<file path="src/rtl/bsg_cache_pkg.sv">
// Shared helpers for the cache DMA arbiter: packet sizing, id sizing and
// round-robin index arithmetic. Packet layout is {write_not_read, mask, addr}.
package bsg_cache_pkg;

  function automatic int safe_clog2(input int x);
    return (x <= 1) ? 1 : $clog2(x);
  endfunction

  function automatic int dma_pkt_width(input int addr_w, input int block_words);
    return 1 + block_words + addr_w;
  endfunction

  // Index visited `step` positions after `ptr` in an n-entry ring.
  function automatic int rr_index(input int ptr, input int step, input int n);
    return (ptr + step) % n;
  endfunction

endpackage

</file>
<file path="src/rtl/bsg_cache_dma_arbiter_checker.sv">
// Protocol checks for the cache DMA arbiter, kept apart from the datapath.
module bsg_cache_dma_arbiter_checker #(
  parameter int num_cache_p = 4
) (
  input logic                   clk_i,
  input logic                   reset_n_i,
  input logic                   fill_v_i,
  input logic                   rq_v_i,
  input logic [num_cache_p-1:0] pkt_yumi_i,
  input logic [num_cache_p-1:0] data_yumi_i
);

  // A memory fill beat with no outstanding reader has nowhere to go.
  a_fill_has_reader: assert property (@(posedge clk_i) disable iff (!reset_n_i)
    fill_v_i |-> rq_v_i);

  a_pkt_yumi_onehot: assert property (@(posedge clk_i) disable iff (!reset_n_i)
    $onehot0(pkt_yumi_i));

  a_data_yumi_onehot: assert property (@(posedge clk_i) disable iff (!reset_n_i)
    $onehot0(data_yumi_i));

endmodule

</file>
<file path="src/rtl/bsg_cache_dma_arbiter_tracker.sv">
// In-order queue of requester ids plus a beat counter; the head entry is
// retired on the last beat of its burst.
module bsg_cache_dma_arbiter_tracker
  import bsg_cache_pkg::*;
#(
  parameter int els_p       = 4,
  parameter int id_width_p  = 2,
  parameter int burst_len_p = 8
) (
  input  logic                  clk_i,
  input  logic                  reset_n_i,
  input  logic                  push_i,
  input  logic [id_width_p-1:0] push_id_i,
  input  logic                  beat_i,
  output logic [id_width_p-1:0] head_o,
  output logic                  v_o,
  output logic                  full_o
);

  localparam int ptr_width_lp  = safe_clog2(els_p);
  localparam int cnt_width_lp  = $clog2(els_p + 1);
  localparam int beat_width_lp = safe_clog2(burst_len_p);

  logic [id_width_p-1:0]    mem_r [els_p];
  logic [ptr_width_lp-1:0]  rd_ptr_r;
  logic [ptr_width_lp-1:0]  wr_ptr_r;
  logic [cnt_width_lp-1:0]  count_r;
  logic [beat_width_lp-1:0] beat_r;
  logic                     last_beat_s;
  logic                     pop_s;

  function automatic logic [ptr_width_lp-1:0] next_ptr(input logic [ptr_width_lp-1:0] p);
    return (p == ptr_width_lp'(els_p - 1)) ? '0 : p + ptr_width_lp'(1);
  endfunction

  assign v_o         = (count_r != '0);
  assign full_o      = (count_r == cnt_width_lp'(els_p));
  assign head_o      = mem_r[rd_ptr_r];
  // A one-beat burst keeps beat_r at zero, so every beat is the last.
  assign last_beat_s = (beat_r == beat_width_lp'(burst_len_p - 1));
  assign pop_s       = beat_i & v_o & last_beat_s;

  // Id storage and occupancy; push and pop in one cycle leave occupancy unchanged.
  always_ff @(posedge clk_i or negedge reset_n_i) begin
    if (!reset_n_i) begin
      for (int i = 0; i < els_p; i++) mem_r[i] <= '0;
      rd_ptr_r <= '0;
      wr_ptr_r <= '0;
      count_r  <= '0;
    end else begin
      if (push_i) begin
        mem_r[wr_ptr_r] <= push_id_i;
        wr_ptr_r        <= next_ptr(wr_ptr_r);
      end
      if (pop_s) rd_ptr_r <= next_ptr(rd_ptr_r);
      case ({push_i, pop_s})
        2'b10:   count_r <= count_r + cnt_width_lp'(1);
        2'b01:   count_r <= count_r - cnt_width_lp'(1);
        default: count_r <= count_r;
      endcase
    end
  end

  // Beat position within the head burst.
  always_ff @(posedge clk_i or negedge reset_n_i) begin
    if (!reset_n_i) begin
      beat_r <= '0;
    end else if (beat_i & v_o) begin
      beat_r <= last_beat_s ? '0 : beat_r + beat_width_lp'(1);
    end
  end

endmodule

</file>
<file path="src/rtl/bsg_cache_dma_arbiter.sv">
// Shares one memory-side DMA channel among num_cache_p cache DMA engines:
// round-robin packet arbitration with in-order steering of fill and evict beats.
module bsg_cache_dma_arbiter
  import bsg_cache_pkg::*;
#(
  parameter int num_cache_p           = 4,
  parameter int addr_width_p          = 32,
  parameter int data_width_p          = 32,
  parameter int block_size_in_words_p = 8,
  parameter int dma_data_width_p      = data_width_p,
  parameter int tag_els_p             = 4,
  localparam int pkt_width_lp         = dma_pkt_width(addr_width_p, block_size_in_words_p)
) (
  input  logic                                   clk_i,
  input  logic                                   reset_n_i,
  input  logic [num_cache_p*pkt_width_lp-1:0]     dma_pkt_i,
  input  logic [num_cache_p-1:0]                  dma_pkt_v_i,
  output logic [num_cache_p-1:0]                  dma_pkt_yumi_o,
  output logic [num_cache_p*dma_data_width_p-1:0] dma_data_o,
  output logic [num_cache_p-1:0]                  dma_data_v_o,
  input  logic [num_cache_p-1:0]                  dma_data_ready_i,
  input  logic [num_cache_p*dma_data_width_p-1:0] dma_data_i,
  input  logic [num_cache_p-1:0]                  dma_data_v_i,
  output logic [num_cache_p-1:0]                  dma_data_yumi_o,
  output logic [pkt_width_lp-1:0]                 dma_pkt_o,
  output logic                                    dma_pkt_v_o,
  input  logic                                    dma_pkt_yumi_i,
  input  logic [dma_data_width_p-1:0]             dma_data_mem_i,
  input  logic                                    dma_data_mem_v_i,
  output logic                                    dma_data_mem_ready_o,
  output logic [dma_data_width_p-1:0]             dma_data_mem_o,
  output logic                                    dma_data_mem_v_o,
  input  logic                                    dma_data_mem_yumi_i
);

  localparam int burst_len_lp = block_size_in_words_p * data_width_p / dma_data_width_p;
  localparam int id_width_lp  = safe_clog2(num_cache_p);

  typedef logic [id_width_lp-1:0] id_t;

  id_t                         ptr_r;
  id_t                         cand_s;
  id_t                         scan_s [num_cache_p];
  id_t                         rq_head_s;
  id_t                         wq_head_s;
  logic                        cand_found_s;
  logic                        cand_wnr_s;
  logic                        eligible_s;
  logic                        grant_s;
  logic                        rq_v_s, rq_full_s;
  logic                        wq_v_s, wq_full_s;
  logic                        fill_hs_s;
  logic                        evict_v_s;
  logic                        evict_hs_s;
  logic [pkt_width_lp-1:0]     pkt_arr_s   [num_cache_p];
  logic [dma_data_width_p-1:0] evict_arr_s [num_cache_p];

  for (genvar g = 0; g < num_cache_p; g++) begin : g_unpack
    assign pkt_arr_s[g]   = dma_pkt_i[g*pkt_width_lp +: pkt_width_lp];
    assign evict_arr_s[g] = dma_data_i[g*dma_data_width_p +: dma_data_width_p];
    assign scan_s[g]      = id_t'(rr_index(int'(ptr_r), g + 1, num_cache_p));
  end

  // First requester after the pointer; scanned backwards so the nearest wins.
  always_comb begin
    cand_s       = id_t'(0);
    cand_found_s = 1'b0;
    for (int k = num_cache_p - 1; k >= 0; k--) begin
      cand_s       = dma_pkt_v_i[scan_s[k]] ? scan_s[k] : cand_s;
      cand_found_s = cand_found_s | dma_pkt_v_i[scan_s[k]];
    end
  end

  // An ineligible candidate blocks the channel rather than being skipped.
  assign cand_wnr_s     = pkt_arr_s[cand_s][pkt_width_lp-1];
  assign eligible_s     = cand_wnr_s ? ~wq_full_s : ~rq_full_s;
  assign dma_pkt_v_o    = reset_n_i & cand_found_s & eligible_s;
  assign dma_pkt_o      = pkt_arr_s[cand_s];
  assign grant_s        = dma_pkt_v_o & dma_pkt_yumi_i;
  assign dma_pkt_yumi_o = grant_s ? (num_cache_p'(1) << cand_s) : '0;

  assign dma_data_o           = {num_cache_p{dma_data_mem_i}};
  assign dma_data_v_o         = (rq_v_s & dma_data_mem_v_i) ? (num_cache_p'(1) << rq_head_s) : '0;
  assign dma_data_mem_ready_o = rq_v_s & dma_data_ready_i[rq_head_s];
  assign fill_hs_s            = dma_data_mem_v_i & dma_data_mem_ready_o;

  assign evict_v_s        = wq_v_s & dma_data_v_i[wq_head_s];
  assign dma_data_mem_v_o = evict_v_s;
  assign dma_data_mem_o   = evict_arr_s[wq_head_s];
  assign evict_hs_s       = evict_v_s & dma_data_mem_yumi_i;
  assign dma_data_yumi_o  = evict_hs_s ? (num_cache_p'(1) << wq_head_s) : '0;

  // Round-robin pointer follows the most recent grant.
  always_ff @(posedge clk_i or negedge reset_n_i) begin
    if (!reset_n_i) begin
      ptr_r <= id_t'(num_cache_p - 1);
    end else if (grant_s) begin
      ptr_r <= cand_s;
    end
  end

  bsg_cache_dma_arbiter_tracker #(
    .els_p(tag_els_p), .id_width_p(id_width_lp), .burst_len_p(burst_len_lp)
  ) read_tracker (
    .clk_i(clk_i), .reset_n_i(reset_n_i),
    .push_i(grant_s & ~cand_wnr_s), .push_id_i(cand_s), .beat_i(fill_hs_s),
    .head_o(rq_head_s), .v_o(rq_v_s), .full_o(rq_full_s)
  );

  bsg_cache_dma_arbiter_tracker #(
    .els_p(tag_els_p), .id_width_p(id_width_lp), .burst_len_p(burst_len_lp)
  ) write_tracker (
    .clk_i(clk_i), .reset_n_i(reset_n_i),
    .push_i(grant_s & cand_wnr_s), .push_id_i(cand_s), .beat_i(evict_hs_s),
    .head_o(wq_head_s), .v_o(wq_v_s), .full_o(wq_full_s)
  );

  bsg_cache_dma_arbiter_checker #(.num_cache_p(num_cache_p)) checker_inst (
    .clk_i(clk_i), .reset_n_i(reset_n_i),
    .fill_v_i(dma_data_mem_v_i), .rq_v_i(rq_v_s),
    .pkt_yumi_i(dma_pkt_yumi_o), .data_yumi_i(dma_data_yumi_o)
  );

endmodule

</file>
<file path="config.mk">
export PLATFORM = sky130hd
export DESIGN_NAME = bsg_cache_dma_arbiter
export DESIGN_NICKNAME = d
export VERILOG_FILES = /design/src/rtl/bsg_cache_pkg.sv /design/src/rtl/bsg_cache_dma_arbiter_checker.sv /design/src/rtl/bsg_cache_dma_arbiter_tracker.sv /design/src/rtl/bsg_cache_dma_arbiter.sv
export SDC_FILE = /design/constraint.sdc
export NUM_CORES = 1
export LEC_CHECK = 0
export CELL_PAD_IN_SITES_DETAIL_PLACEMENT = 1
export CELL_PAD_IN_SITES_GLOBAL_PLACEMENT = 2
export CORE_AREA = 5 5 216 218
export CTS_CLUSTER_SIZE = 28
export DETAILED_ROUTE_END_ITERATION = 8
export DIE_AREA = 0 0 221 223
export DONT_BUFFER_PORTS = 1
export PLACE_DENSITY = 0.36
export RECOVER_POWER = 25
export SLEW_MARGIN = 5
export SYNTH_ARGS = -nofsm -noshare
export SYNTH_HDL_FRONTEND = slang
export SYNTH_HIERARCHICAL = 1
export SYNTH_SLANG_ARGS = --single-unit
export TNS_END_PERCENT = 20
</file>
<file path="constraint.sdc">
create_clock -name clk_i -period 4.6 [get_ports clk_i]
set_input_delay 0.23 -clock clk_i [delete_from_list [all_inputs] [get_ports clk_i]]
set_output_delay 0.23 -clock clk_i [all_outputs]
set_load 0.01 [all_outputs]
</file>
After elaboration in Yosys (flattened, before gate mapping)
Cells that the tools add are included.
{ "word_totals": {"out_inout_bits": 216, "regBits": 38} }
{ "op_classes": {"n_bitwise": 26, "n_eq_ne": 12, "order_cmp": 14, "shifts": 3, "addsub": 14, "n_reduce_logical": 6, "muxes": 46} }
{ "op_table": {"columns": ["op", "count"], "rows": [
  ["$bmux W41 S2", 1],
  ["$mux W41", 2],
  ["$bmux W32 S2", 1],
  ["$mux W32", 2],
  ["$mux W2", 14],
  ["$ge A3 B3 Y1 const B", 6],
  ["$lt A2 B3 Y1 const B", 6],
  ["$not A2 Y3", 6],
  ["$bwmux W8", 2],
  ["$and A1 B1 Y1", 14],
  ["$add A2 B1 Y2 const B", 6],
  ["$add A3 B1 Y3 const B", 4],
  ["$bmux W1 S2", 6],
  ["$eq A2 B2 Y1 const B", 6],
  ["$eq A3 B3 Y1 const B", 4],
  ["$mux W4", 3],
  ["$pmux W3 S2", 2],
  ["$shl A1 B2 Y4 const A", 3],
  ["$bmux W2 S2", 2],
  ["$demux W2 S2", 2],
  ["$mux W1", 7],
  ["$lt A3 B1 Y1 const B", 2],
  ["$mux W3", 2],
  ["$reduce_bool A3 Y1", 2],
  ["7 further kinds", 16]
]} }

Depth between registers and ports, before layout
Gate-level depths: netlist of the first run.
{ "depth": {"word_depth": 17, "ltp_mapped": 16, "mapped_depth_nobuf": 13} }

Modules after synthesis
The synthesis of the first run kept the hierarchy.
{ "by_module_without_submodules": {"columns": ["mod", "area_each_um2", "cells_each", "instances"], "rows": [
  ["bsg_cache_dma_arbiter", 3587.2, 475, 1],
  ["bsg_cache_dma_arbiter_tracker (write_tracker)", 928.4, 70, 1],
  ["bsg_cache_dma_arbiter_tracker (read_tracker)", 924.6, 68, 1]
]} }

Worst setup path before layout of the first run
No wires, ideal clock.
{ "synth_path": {"path_type": "register -> register", "start": "register write_tracker.rd_ptr_r[0]", "end": "register write_tracker.count_r[2]", "n_path_buf": 1, "t_arrival_ns": 2.897, "path_stages_with_launch": 13, "setup_time_ns": 0.079, "slack_ns": 1.624, "t_required_ns": 4.521, "path_cell_list": "dfrtp_1 mux4_2 buf_2 mux4_2 and3_1 nand3_2 inv_1 ha_1 inv_1 fa_1 xor2_1 nor2_1 xor2_1"} }
{ "synth_between": {"elab_chain_len": 12} }
{ "synth_lines": {"columns": ["item", "line_no", "text"], "rows": [
  ["start: declaration", "bsg_cache_dma_arbiter_tracker.sv:25", "logic [ptr_width_lp-1:0] rd_ptr_r;"],
  ["start signal: assignment", "bsg_cache_dma_arbiter_tracker.sv:55", "if (pop_s) rd_ptr_r <= next_ptr(rd_ptr_r);"],
  ["$not A2 Y3 (implied by the code) *", "bsg_cache_dma_arbiter_tracker.sv:38", "assign head_o = mem_r[rd_ptr_r];"],
  ["$bmux W2 S2 *", "bsg_cache_dma_arbiter_tracker.sv:38", null],
  ["$mux W2 (implied by the code) * (2 in a row)", "bsg_cache_dma_arbiter_tracker.sv:38", null],
  ["named net wq_head_s[0]", "bsg_cache_dma_arbiter.sv:45", "id_t wq_head_s;"],
  ["$bmux W1 S2 *", "bsg_cache_dma_arbiter.sv:87", "assign evict_v_s = wq_v_s & dma_data_v_i[wq_head_s];"],
  ["$mux W1 (implied by the code) *", "bsg_cache_dma_arbiter.sv:87", null],
  ["$and A1 B1 Y1 *", "bsg_cache_dma_arbiter.sv:87", null],
  ["$and A1 B1 Y1 *", "bsg_cache_dma_arbiter.sv:90", "assign evict_hs_s = evict_v_s & dma_data_mem_yumi_i;"],
  ["named net evict_hs_s", "bsg_cache_dma_arbiter.sv:54", "logic evict_hs_s;"],
  ["$and A1 B1 Y1 * (2 in a row)", "bsg_cache_dma_arbiter_tracker.sv:41", "assign pop_s = beat_i & v_o & last_beat_s;"],
  ["named net write_tracker.pop_s", "bsg_cache_dma_arbiter_tracker.sv:30", "logic pop_s;"],
  ["$eq A2 B1 Y1 / $eq A2 B2 Y1 (equally long branches)", "bsg_cache_dma_arbiter_tracker.sv:56", "case ({push_i, pop_s})"],
  ["$pmux W3 S2 / $reduce_bool A2 Y1 (equally long branches)", null, null],
  ["end signal: assignment", "bsg_cache_dma_arbiter_tracker.sv:57", "2'b10: count_r <= count_r + cnt_width_lp'(1);"],
  ["end signal: assignment", "bsg_cache_dma_arbiter_tracker.sv:58", "2'b01: count_r <= count_r - cnt_width_lp'(1);"],
  ["end signal: assignment", "bsg_cache_dma_arbiter_tracker.sv:59", "default: count_r <= count_r;"],
  ["end: declaration", "bsg_cache_dma_arbiter_tracker.sv:27", "logic [cnt_width_lp-1:0] count_r;"]
]} }
The timed path passes the listed nets; every way through them passes the cells marked *. The select of a mux whose other input is x is not followed.
A chain may end at the register's enable or synchronous reset.

Worst setup path in the final report of the first run
{ "layout_path": {"start": "register ptr_r[1]", "end": "output dma_pkt_o[7]"} }
{ "layout_between": {"elab_chain_len": 11} }
{ "layout_lines": {"columns": ["item", "line_no", "text"], "rows": [
  ["start: declaration", "bsg_cache_dma_arbiter.sv:41", "id_t ptr_r;"],
  ["start signal: assignment", "bsg_cache_dma_arbiter.sv:96", "ptr_r <= id_t'(num_cache_p - 1);"],
  ["start signal: assignment", "bsg_cache_dma_arbiter.sv:98", "ptr_r <= cand_s;"],
  ["$add A2 B1 Y2", "bsg_cache_pkg.sv:15", "return (ptr + step) % n;"],
  ["$bmux W1 S2", "bsg_cache_dma_arbiter.sv:69", "cand_s = dma_pkt_v_i[scan_s[k]] ? scan_s[k] : cand_s;"],
  ["$mux W1 (implied by the code)", "bsg_cache_dma_arbiter.sv:69", null],
  ["$mux W2 (3 in a row)", "bsg_cache_dma_arbiter.sv:69", null],
  ["$mux W2 *", "bsg_cache_dma_arbiter.sv:69", null],
  ["$not A2 Y3 (implied by the code) *", "bsg_cache_dma_arbiter.sv:78", "assign dma_pkt_o = pkt_arr_s[cand_s];"],
  ["$bmux W41 S2 *", "bsg_cache_dma_arbiter.sv:78", null],
  ["$mux W41 (implied by the code) * (2 in a row)", "bsg_cache_dma_arbiter.sv:78", null],
  ["end: declaration", "bsg_cache_dma_arbiter.sv:25", "output logic [pkt_width_lp-1:0] dma_pkt_o,"]
]} }
Mark *: on every way between the ends. The rest lies on a longest branch, timed or not. The select of a mux whose other input is x is not followed.

==> out/qor.yml, run 1 <==
vdd_ir_drop_max_v: 0.000270
swShare_pct: 50.6
synth_cells: 613
stdcell_area_um2: 5280
cp_slowest_cell: "dfstp_2"
reg2regPathDepth: 13
fin_skew_ns: 0.00298
netlist.top_cell.by_area: "buf_4"
whs_path_depth: 3
drc: 0
grt_pass1_wl_um: 31600
gp_congestion: 0.760
htreeDepth: 2
yosys_register_bits: 38
cts_max_path_buffers: 2
cp_top_family: "compound AO/OA/AOI/OAI gates"
ys_seq_area_share_pct: 17.5
core.rowCount: 78
postLayoutCoreUtil_pct: 11.8
clk_pin_slew_worst_paths_ns: 0.06
hold_class: "in -> reg"
hold_viol_final: 0
cts_buffers: 5
maxSlewHeadroom_pct: 36.7
nFillCells: 5340
switchingPower_w: 0.00186
ys_async_sr_fraction_pct: 100
drive_gt1_share_pct: 21.3
vias: 3927
cts.sinks: 38
synth_top_area_share_pct: 17.8
finalSetupViolCount: 0
leakagePower_nw: 1.85
grt_max_degree: 50
drv_slew: 0
fin_crit_ns: 3.37
critPathKind: "reg -> out"
cts_setup_buffers: 0
rsz0062_at_grt: "no"
grt_pass1_vias: 4295
dpl_cell_area_um2: 5070
die_h_um: 223
drtIter0Drc: 162
wl_um: 22800
synthTopCellsByArea: "buf_4 18%, dfrtp_1 17%, mux4_2 16%"
drt_pass1_iterations: 6
hpwlAfterDp_um: 19300
die_width_um: 221
combinationalPowerShare_pct: 71.4
internal-power_w: 0.00182
syn_to_final_growth_pct: -2.94
cp_cell_sequence: "nand2b_1, a21boi_0, o21a_4, inv_4, buf_4, and2_1, a211oi_1, a31oi_1"
rrSetupSlack_ns: 1.33
required_ns: 4.37
wl_per_cell_um: 21.4
io_buffers: 0
synthTopCellsByCount: "129 x buf_4, 97 x nand2_1, 40 x a31oi_1, 39 x a211oi_1, 38 x mux4_2"
end_kind: "primary output"
ant_nets: 0
synth_fp_nets: 972
grt-ovfl-total: 0
ys_warn_count: 6
fmax_ghz: 0.297
clock_power_share_pct: 11.0
drv_cap: 0
nNetsFinal: 822
fin_tns_setup_ns: 0
root_buffer: "clkbuf_16"
insertion_delay_ns: 0.29
arrival_ns: 3.14
synthMostInstantiatedCell: "buf_4"
track_usage_pct: 8.38
status: "finished, final reports clean"
worst-path-max-fanout: 48
worst-path-stages: 8
fin_crit_sh_pct: 73.2
cp-start-kind: "flop"
hold_slack_ns: 0.226
synth_area_um2: 5440
dominantRegCellSynth: "dfrtp_1"
ios: 557
slowest_delay_ns: 0.60
core_um2: 44700
die_area_um2: 49300
viasPerCell: 3.69
start_util_pct: 12.2
powerDensity_nw_per_um2: 696
antenna_found_initial: 1
cts_tree: "yes"
pwr-share-seq_pct: 17.5
synth-edff-count: 0
syn_avg_cell_area_um2: 8.87
worstMarginPinSlew_ns: 0.938
path_buf_inv: 2
ys_types: 57
## power groups by stage
stage	combinational [W]	clock (W)	sequential [W]
2_1_floorplan	0.00234	0	0.000604
3_3_place_gp	0.00270	0	0.000656
3_5_place_dp	0.00268	0	0.000652
4_1_cts	0.00270	0.000428	0.000648
5_1_grt	0.00287	0.000437	0.000672
6_report	0.00263	0.000406	0.000644
## state kept, by name, indices dropped and copies added (netlist names), 3 cells and up
register,flops
write_tracker/mem_r,8
write_tracker/beat_r,3
read_tracker/mem_r,8
read_tracker/beat_r,3
read_tracker/count_r,3
write_tracker/count_r,3
## per-stage QoR
step | setup WS, ns | std cells | total power [W]
after floorplan | 1.62 | 613 | 0.00295
final | 1.23 | 1065 | 0.00368
after global routing | 0.953 | 1065 | 0.00398
after global placement | 1.24 | 1054 | 0.00336
after detailed placement | 1.23 | 1054 | 0.00333
after CTS | 1.10 | 1064 | 0.00377
## cell usage in the layout (no fill, tap or decap), types with 16 or more instances in the layout
master    synthesis  routed
mux2_2           16      16
dfrtp_1          36      36
mux4_2           38      38
nor2_1           19      18
ha_1             16      16
a31oi_1          40      40
nand2_1          97      97
and2_1           33      33
inv_1            20      20
a211oi_1         39      39
## path summary, 6_finish.rpt
path / from / to
setup / recovery: ptr_r[1]$_DFFE_PN1P_ / dma_pkt_o[7]
max in group asynchronous: reset_n_i / ptr_r[0]$_DFFE_PN1P_
hold reg to reg: read_tracker/count_r[2]$_DFFE_PN0P_ / read_tracker/count_r[2]$_DFFE_PN0P_
min in group asynchronous: reset_n_i / read_tracker/mem_r[4]$_DFFE_PN0P_
hold / removal: dma_pkt_i[122] / ptr_r[0]$_DFFE_PN1P_
setup reg to reg: ptr_r[1]$_DFFE_PN1P_ / read_tracker/count_r[2]$_DFFE_PN0P_
## cells by family (layout without fill, tap and decap cells)
| family | after synthesis | after routing | share of synthesized area [%] |
|---|---|---|---|
| other | 0 | 1 | 0 |
| adder cells (fa/ha/maj) | 18 | 18 | 4.42 |
| flip-flops | 38 | 38 | 17.5 |
| AND/OR/NAND/NOR | 189 | 189 | 17.0 |
| AO/OA/AOI/OAI | 104 | 104 | 14.2 |
| multiplexers | 70 | 70 | 22.5 |
| XOR/XNOR | 6 | 6 | 0.966 |
| buffers and inverters | 188 | 39 | 23.4 |
## final cells by class
class	instances	area [um2]	share of cell area (%)
Antenna cell	1	2.50	0.0474
Clock buffer	5	125	2.37
Clock inverter	3	45.0	0.853
Inverter	22	85.1	1.61
Multi-Input combinational cell	387	3230	61.1
Sequential cell	38	953	18.1
Tap cell	600	751	14.2
Timing Repair Buffer	9	90.1	1.71
## worst min-delay path: cells and delay by family
kind | cells | cell delay (ns)
multiplexers | 1 | 0.16
AO/OA/AOI/OAI | 2 | 0.12
## timing repair
action                                 in CTS  in global routing
endpoints found under the hold margin      38                  0
hold buffers                                2                  0
resized for setup                           0                  0
## per-layer routing
layer	routed length, um	GRT usage (%)
met1	7820	8.75
met2	12400	15.7
met3	1840	2.88
met4	678	2.76
met5	0	0
No activity file was read; power rests on OpenSTA's default activity.
==> run 2, diff against run 1 <==
clock period = 3.5 ns   (was 4.6 ns; I/O delays follow)
==> run 2 against run 1 <==
Non-clock buffer count is 4 higher; sequential power is 32% higher; worst setup slack worse by 0.80 ns; global-route usage is 0.091 points higher; sequential cell count stayed put; sequential share of layout area is 0.19 points lower; register-to-register slack worse by 0.90 ns; combinational power is 33% higher; cell count is 0.38% higher; design area is 1.0% higher; worst hold slack worse by 0.023 ns; wire length is 0.22% lower; largest cell class unchanged.
==> out/qor.yml, run 2 (synthesized netlist as in run 1, its figures left out) <==
status: "finished, final reports clean"
arrival_ns: 3.28  # +0.14 ns
drv_slew: 0  # unchanged
rsz0062_at_grt: "no"
fin_crit_sh_pct: 87.7
ios: 557  # unchanged
wl_um: 22700  # -0.22%
core_um2: 44700  # unchanged
powerDensity_nw_per_um2: 915  # +31%
cts_buffers: 5  # unchanged
clock_power_share_pct: 10.7  # -0.3 points
fmax_ghz: 0.326
hold_viol_final: 0  # unchanged
grt_pass1_wl_um: 31900  # +1.1%
cts_max_path_buffers: 2  # unchanged
nFillCells: 5343  # +0.056%
internal-power_w: 0.00243  # +34%
regArea_um2: 953  # unchanged
drv_cap: 0  # unchanged
core.rowCount: 78  # unchanged
ant_nets: 0  # unchanged
fin_crit_ns: 3.07
track_usage_pct: 8.48  # +0.091 points
required_ns: 3.71  # -0.66 ns
cp_cell_sequence: "mux4_2, mux4_2, nor2b_1, nand3_4, inv_1, ha_1, inv_1, fa_1, xor2_1, nor2_1, xor2_1"
die_h_um: 223  # unchanged
hold_class: "in -> reg"
combinationalPowerShare_pct: 72.0  # +0.6 points
cts_tree: "yes"
worstMarginPinSlew_ns: 0.634  # -0.304 ns
gp_congestion: 0.742  # -2.4%
antenna_found_initial: 1  # unchanged
critPathKind: "reg -> reg"
hold_slack_ns: 0.204  # -0.0227 ns
fin_tns_setup_ns: 0  # unchanged
reg2regPathDepth: 11  # -2
syn_to_final_growth_pct: -1.93
fin_skew_ns: 0.00403  # +0.00105 ns
wl_per_cell_um: 21.2  # -0.59%
die_width_um: 221  # unchanged
start_util_pct: 12.2  # unchanged
io_buffers: 0  # unchanged
cp-start-kind: "flop"
dp_cells: 1058  # +0.38%
hpwlAfterDp_um: 19600  # +1.4%
vdd_ir_drop_max_v: 0.000326  # +21%
cp_slowest_cell: "mux4_2"
leakagePower_nw: 1.88  # +1.6%
top_regs: "read_tracker/mem_r x8, write_tracker/mem_r x8"
grt-ovfl-total: 0  # unchanged
layout_commonest_cell: "nand2_1"
fin_cells: 1069  # +0.38%
root_buffer: "clkbuf_16"
final_cell_mix: "97 x nand2_1, 40 x a31oi_1, 39 x a211oi_1"
grt_max_degree: 92  # +84%
clk_pin_slew_worst_paths_ns: 0.06  # about the same
postLayoutCoreUtil_pct: 11.9  # +0.12 points
grt_pass1_vias: 4335  # +0.93%
switchingPower_w: 0.00245  # +32%
die_area_um2: 49300  # unchanged
whs_path_depth: 3  # unchanged
drt_pass1_iterations: 4  # -2
worst-path-max-fanout: 5  # -90%
swShare_pct: 50.1  # -0.42 points
finalSetupViolCount: 0  # unchanged
pwr-share-seq_pct: 17.4  # about the same
vias: 3967  # +1.0%
nNetsFinal: 826  # +0.49%
cts.sinks: 38  # unchanged
drive_gt1_share_pct: 22.0  # +0.67 points
end_kind: "flop"
viasPerCell: 3.71  # +0.64%
htreeDepth: 2  # unchanged
maxSlewHeadroom_pct: 57.8  # +21 points
slowest_delay_ns: 0.59  # about the same
drc: 0  # unchanged
insertion_delay_ns: 0.28  # about the same
multi_input_area_um2: 3230  # unchanged
drtIter0Drc: 211  # +30%
[run 2: cell types whose count changed in the layout (fill, tap and decap cells not counted)]
| cell | before | now |
|---|---|---|
| buf_4 | 7 | 9 |
| buf_12 | 0 | 2 |
[run 2: what timing repair did]
action | CTS | global route
resized for setup | 0 | 0
buffers inserted | 0 | 0
endpoints found under the hold margin | 38 | 0
hold buffers | 2 | 0
[run 2: power groups by stage]
stage	registers, W	clock network (W)	logic (W)
finish	0.000847	0.000522	0.00351
global route	0.000880	0.000571	0.00384
CTS	0.000851	0.000550	0.00361
detailed placement	0.000857	0	0.00358
global placement	0.000856	0	0.00359
floorplan	0.000794	0	0.00308
[run 2: worst paths after layout]
path                                                       from                                   to  slack, ns
max                        read_tracker/rd_ptr_r[0]$_DFFE_PN0P_  read_tracker/count_r[2]$_DFFE_PN0P_       0.43
min                                              dma_pkt_i[163]                 ptr_r[0]$_DFFE_PN1P_       0.20
max reg2reg                read_tracker/rd_ptr_r[0]$_DFFE_PN0P_  read_tracker/count_r[2]$_DFFE_PN0P_       0.43
min reg2reg                 write_tracker/beat_r[2]$_DFFE_PN0P_  write_tracker/beat_r[2]$_DFFE_PN0P_       0.50
max in group asynchronous                             reset_n_i                 ptr_r[0]$_DFFE_PN1P_       2.85
min in group asynchronous                             reset_n_i    read_tracker/mem_r[4]$_DFFE_PN0P_       0.38
[run 2: metal layers]
metal,part of all wire (%),GRT usage [%],up-vias
met5,0,0,-
met4,2.6,2.30,0
met3,7.8,2.67,39
met2,56,16.4,250
met1,34,8.81,1934
li1,-,-,1744
[run 2: cell type report]
type / instances / share of cell area, %
flip-flops and latches: 38 / 17.9
inverters: 22 / 1.59
diodes: 1 / 0.0469
repair buffers: 13 / 2.72
clock inverters: 3 / 0.844
well taps: 600 / 14.1
multi-input cells: 387 / 60.5
clock buffers: 5 / 2.35
[run 2: critical path: cells and delay by family, from the launching register on]
kind	cells	cell delay [ns]
and+or+nand+nor	3	0.59
xor gates and xnor gates	2	0.30
muxes	2	0.95
buffers and inverters	2	0.14
adders and majority gates	2	0.54
DFF	1	0.46
[run 2: through the flow]
step | worst slack (ns) | instance area (um2) | power, W
detailed placement | 0.416 | 5120 | 0.00444
global route | 0.227 | 5340 | 0.00529
global placement | 0.425 | 5120 | 0.00445
floorplan | 0.524 | 5440 | 0.00387
finish | 0.429 | 5340 | 0.00488
CTS | 0.372 | 5330 | 0.00501
